**config.mk**
```make
export PLATFORM = sky130hd
export DESIGN_NAME = cache_fill_ctrl
export DESIGN_NICKNAME = d
export VERILOG_FILES = /design/src/rtl/cache_fill_ctrl.sv
export SDC_FILE = /design/constraint.sdc
export NUM_CORES = 1
export LEC_CHECK = 0
export BUFFER_PORTS_ARGS = -buffer_cell sky130_fd_sc_hd__buf_2
export CAP_MARGIN = 10
export CORE_MARGIN = 1
export CORE_UTILIZATION = 45
export DETAILED_ROUTE_END_ITERATION = 16
export PLACE_DENSITY = 0.83
export REMOVE_ABC_BUFFERS = 1
export SETUP_SLACK_MARGIN = 0.4
export SYNTH_ARGS = -nofsm -noshare
export SYNTH_HDL_FRONTEND = slang
export SYNTH_SLANG_ARGS = --single-unit
```
**constraint.sdc**
```tcl
create_clock -name clk -period 2.84 [get_ports clk]
set_clock_uncertainty 0.2 [all_clocks]
set_input_delay 0.142 -clock clk [delete_from_list [all_inputs] [get_ports clk]]
set_output_delay 0.142 -clock clk [all_outputs]
set_load 0.02 [all_outputs]
```
**src/rtl/cache_fill_ctrl.sv**
```systemverilog
// Cache miss fill sequencer: issues WORDS pipelined word reads for the missing
// block, steers returned words into the data array and writes the tag on the last.
module cache_fill_ctrl #(
    parameter int ADDR_W = 16,
    parameter int WORDS  = 8
) (
    input  logic              clk,
    input  logic              rst,
    input  logic              miss_detected,
    input  logic [ADDR_W-1:0] miss_address,
    input  logic              memory_data_valid,
    input  logic [15:0]       memory_data,
    output logic              fsm_busy,
    output logic              mem_read,
    output logic [ADDR_W-1:0] memory_address,
    output logic              write_data_array,
    output logic [WORDS-1:0]  word_enable,
    output logic [15:0]       data_to_array,
    output logic              write_tag_array
);

    localparam int CW  = $clog2(WORDS) + 1;
    localparam int OFF = $clog2(WORDS) + 1;   // byte offset bits within a block of 16-bit words

    typedef enum logic {IDLE, FILL} state_t;

    state_t            state, next_state;
    logic [CW-1:0]     issue_cnt, recv_cnt;
    logic [ADDR_W-1:0] base;
    logic              issue_active, recv_fire, last_word;

    always_ff @(posedge clk or negedge rst) begin
        if (!rst) state <= IDLE;
        else      state <= next_state;
    end

    always_ff @(posedge clk or negedge rst) begin
        if (!rst) begin
            issue_cnt <= '0;
            recv_cnt  <= '0;
            base      <= '0;
        end else if (state == IDLE) begin
            if (miss_detected) begin
                base      <= {miss_address[ADDR_W-1:OFF], {OFF{1'b0}}};
                issue_cnt <= '0;
                recv_cnt  <= '0;
            end
        end else begin
            if (issue_active) issue_cnt <= issue_cnt + 1'b1;
            if (recv_fire)    recv_cnt  <= recv_cnt + 1'b1;
        end
    end

    always_comb begin
        next_state = state;
        case (state)
            IDLE:    if (miss_detected) next_state = FILL;
            FILL:    if (last_word)     next_state = IDLE;
            default: next_state = IDLE;
        endcase
    end

    // Issue and receive sides run independently; both may fire in one cycle.
    always_comb begin
        issue_active     = 1'b0;
        recv_fire        = 1'b0;
        last_word        = 1'b0;
        fsm_busy         = 1'b0;
        mem_read         = 1'b0;
        memory_address   = '0;
        write_data_array = 1'b0;
        word_enable      = '0;
        data_to_array    = '0;
        write_tag_array  = 1'b0;
        if (state == FILL) begin
            fsm_busy     = 1'b1;
            issue_active = (issue_cnt < CW'(WORDS));
            recv_fire    = memory_data_valid && (recv_cnt < CW'(WORDS));
            last_word    = recv_fire && (recv_cnt == CW'(WORDS - 1));
            mem_read     = issue_active;
            if (issue_active)
                memory_address = base + (ADDR_W'(issue_cnt) << 1);
            else
                memory_address = base + ADDR_W'(2 * (WORDS - 1));
            if (recv_fire) begin
                write_data_array = 1'b1;
                word_enable      = WORDS'(1) << recv_cnt;
                data_to_array    = memory_data;
            end
            write_tag_array = last_word;
        end
    end

endmodule

```
==> run summary <==
The launch instance of the worst register-to-register path is state. The synthesized design spends more area on one cell type than any other, namely sky130_fd_sc_hd__dfrtp_1. The fill cell instance count of the final layout came out at 230.

The total wire length is 3200 um. The initial cell density of the core is 47.2%. For the worst flop-to-flop path, the logic depth is 4. In the routed design, unresolved DRC markers number 0. The iteration-0 DRC count of the detailed router came out at 45. The design draws 1.60 mW. At the later pin of the worst-skew pair, clock insertion delay measures 290 ps.

The first global-routing pass estimated 5290 um of wire. The number of detailed-routing iterations run before antenna repair came out at 4. Summed over all nets, the half-perimeter wirelength after detailed placement is between 2000 and 2500 um. The sequential share of power is 34.5%. For this design the ratio of total power to cell area is ~860 mW/mm2. The routed design could run at a clock period as short as 2210 ps. The routed via count divided by cell count is 4.83. The remaining max-slew budget at the tightest pin came out at roughly 62%.

The initial antenna violation count came out at 0. The adder and majority cell fraction of the synthesized area came out at under 10%. The CTS H-tree depth is 1. The weighted congestion reported at the end of routability-driven placement is 0.747. The pin count of the biggest net entering global routing came out at 29. Along the worst path, the maximum fanout reaches 3. Counting every sink on the clock net gives 21. After synthesis, the cell types taking the most area are sky130_fd_sc_hd__dfrtp_1 40%, sky130_fd_sc_hd__and2_1 14%, sky130_fd_sc_hd__nand2_1 11%. The total cell area at the placement stage is 0.00168 mm2. The proportion of total power due to net switching is between 40 and 50%. The fraction of final layout cells sized beyond drive strength 1 is 36.4%.

The share of synthesized cell area in and, or, nand and nor gates is between 30% and 40%. The overall track demand over capacity in global routing is 21.8%. The area share of the largest cell type after synthesis is 40.4%. From synthesis to final layout, the design area changed by 42.9%.

The net switching power of the design is 735 uW. The post-route worst hold slack came out at 65.5 ps. The relative contribution of combinational cells to total power is between 50 and 60%. The number of global-route vias before repair was 1247. In the synthesized netlist, mux cells make up roughly 1.6% of the area. The fmax came out at about 0.45 GHz. The category of the most critical setup path is register to primary output. The total inserted antenna cells is 0.

The overall via count from detail_route is 1305. The worst hold path class is input pin to register. After synthesis, the largest family of logic cells by area is simple AND/OR/NAND/NOR gates. Setup repair after global routing left no endpoint under its margin. The count of buffers inserted at the top-level ports came out at 74.

The residual antenna-violating net count after detailed routing is 0. The worst setup path is launched from a register. The yosys synthesis warning count came out at 0.

Clock-pin slew was measured on the worst setup and hold paths at 110 ps. The maximum buffer depth of the clock tree is 2. The cell area after layout is 0.00186 mm2. The hold path depth came out at 3. Dividing the synthesized area by the synthesized cell count gives 8.62 um2. The chip width is 55.8 um. The floorplan row count is 19. The summed negative setup slack over all endpoints is 0 ps. Dividing the final minimum period by the clock period gives between 70% and 80%. TritonCTS built the clock tree.

The critical path data arrival time is 1870 ps. The internal power consumption came out at 863 uW. The average wire per cell in the routed design is 11.8 um.

Data on the critical path is required at its endpoint by roughly 2500 ps. The cell count after synthesis came out at 151. The compound-cell area share of the yosys netlist is 6.25%. The maximum ir drop on the vdd rail is ~0.00066 V. The flow ran to the end, and the final reports show no timing, DRC or antenna violations. The register-to-register setup slack is between 1000 and 1500 ps. The netlist uses 33 different library cells.

The area enclosed by the die boundary came out at between 0.003 and 0.004 mm2. The max-slew violation total from the final report came out at 0. The clock tree root driver cell is sky130_fd_sc_hd__clkbuf_4. For hold timing, the worst endpoint is recv_cnt[0]. In this run the most critical hold path is launched from memory_data_valid. In this run, the clock network consumes under 10% of the power.

From bottom edge to top edge, the die measures 55.8 um. The final-stage net count came out at between 200 and 300. The max-cap violation count is 0.

The endpoint of the worst-slack reg-to-reg timing path is recv_cnt[2]. The number of setup violations in the final report is 0. At the pin with the least slew margin, the transition time is 566 ps. The total area inside the core boundary comes to 0.00276 mm2. The kind of end point of the critical path is a primary output. The synthesized-area fraction occupied by xor and xnor cells is between 2 and 2.5%. In this run the static leakage power is 1.08 nW. The I/O pin count is 80. The total congestion overflow came out at 0.

The number of buffers inserted during clock tree synthesis came out at 3. The post-synthesis sequential area ratio came out at 40.4%. The number of endpoints with negative hold slack in the final report is 0.

The register bit total from synthesis came out at 21. The mapped netlist covers about 0.0013 mm2.
[worst max-delay path by stage]
stage / from / endpoint / slack (ps) / cells past startpoint
after CTS: issue_cnt[3] / memory_address[12] / 400 / 6
after detailed placement: issue_cnt[3] / memory_address[12] / 750 / 6
after global routing: base[4] / memory_address[12] / 500 / 6
after floorplan: issue_cnt[3] / memory_address[12] / 850 / 5
final: base[4] / memory_address[12] / 630 / 6
after global placement: issue_cnt[3] / memory_address[12] / 780 / 6
[worst max-delay path, cell delays in order, from the launching register on]
cell and delay, ps:
sky130_fd_sc_hd__dfrtp_1 380, sky130_fd_sc_hd__and2_1 150, sky130_fd_sc_hd__ha_1 190, sky130_fd_sc_hd__nand4b_2 150, sky130_fd_sc_hd__or3_1 370, sky130_fd_sc_hd__a21boi_1 160, sky130_fd_sc_hd__buf_2 180
[cell usage after synthesis, drive strengths merged]
master,instances
a21boi,1
a21oi,1
a22o,1
a31oi,1
and2,29
and3,7
buf,7
clkbuf,1
conb,1
dfrtp,21
ha,8
inv,5
mux2,1
mux2i,1
nand2,38
nand2b,2
nand3,2
nand3b,2
nand4,1
nand4b,1
nor2,5
nor2b,3
o21a,3
o21ai,3
o31ai,1
o41ai,1
or3,1
xnor2,2
xor2,1
[cells in the final DEF, fill, tap and decap left out, types with 2 or more instances in the layout]
cell,count
sky130_fd_sc_hd__nand3_1,2
sky130_fd_sc_hd__xnor2_1,2
sky130_fd_sc_hd__nand2b_1,2
sky130_fd_sc_hd__dfrtp_1,20
sky130_fd_sc_hd__nand2_1,38
sky130_fd_sc_hd__and2_1,29
sky130_fd_sc_hd__dlygate4sd3_1,14
sky130_fd_sc_hd__inv_1,4
sky130_fd_sc_hd__nor2b_2,2
sky130_fd_sc_hd__clkbuf_4,3
sky130_fd_sc_hd__o21a_1,3
sky130_fd_sc_hd__and3_1,7
sky130_fd_sc_hd__buf_4,4
sky130_fd_sc_hd__nor2_1,5
sky130_fd_sc_hd__o21ai_1,2
sky130_fd_sc_hd__nand3b_1,2
sky130_fd_sc_hd__buf_2,74
sky130_fd_sc_hd__ha_1,8
[final cells by class]
class	instances	area (um2)	area share [%]
Sequential cell	21	527	28.3
Clock buffer	4	26.3	1.41
Multi-Input combinational cell	117	708	38.1
Tap cell	31	38.8	2.09
Timing Repair Buffer	92	541	29.1
Inverter	5	18.8	1.01
[repair_timing]
item,4_1_cts,5_1_grt
endpoints found under the setup margin,0,1
gates resized for setup,0,1
endpoints found under the hold margin,35,0
buffers inserted,0,2
hold buffers,14,0
[sequential cells by signal, indices dropped and copies added (netlist names)]
signal,count
recv_cnt,4
state,1
base,12
issue_cnt,4
[power by group through the flow]
stage          clock network (mW)  registers [mW]  logic, mW
5_1_grt                     0.157           0.574       1.01
3_3_place_gp                    0           0.554      0.847
4_1_cts                     0.143           0.555      0.889
3_5_place_dp                    0           0.561      0.869
6_report                    0.138           0.551      0.909
2_1_floorplan                   0           0.536      0.605
[through the flow]
stage / std cells / setup slack, ps / util, %
2_1_floorplan: 143 / 855 / -
3_3_place_gp: 250 / 784 / 60.8
3_5_place_dp: 250 / 754 / 60.8
4_1_cts: 268 / 400 / 66.8
5_1_grt: 270 / 497 / 67.4
6_report: 270 / 627 / 67.4
[logic make-up (layout without fill, tap and decap cells)]
logic type,after synthesis,after routing
simple gates,91,91
flops,21,21
buf+inv,13,101
compound gates,12,12
fa+ha+maj,8,8
xor+xnor,3,3
mux,2,2
other cells,1,1
[routing by layer]
layer | up-vias | global-route usage [%] | routed length (um)
li1 | 655 | - | -
met1 | 576 | 24.3 | 1270
met2 | 66 | 40.3 | 1620
met3 | 8 | 3.95 | 224
met4 | 0 | 9.29 | 77
met5 | - | 0 | 0
No activity file was read; power rests on OpenSTA's default activity.
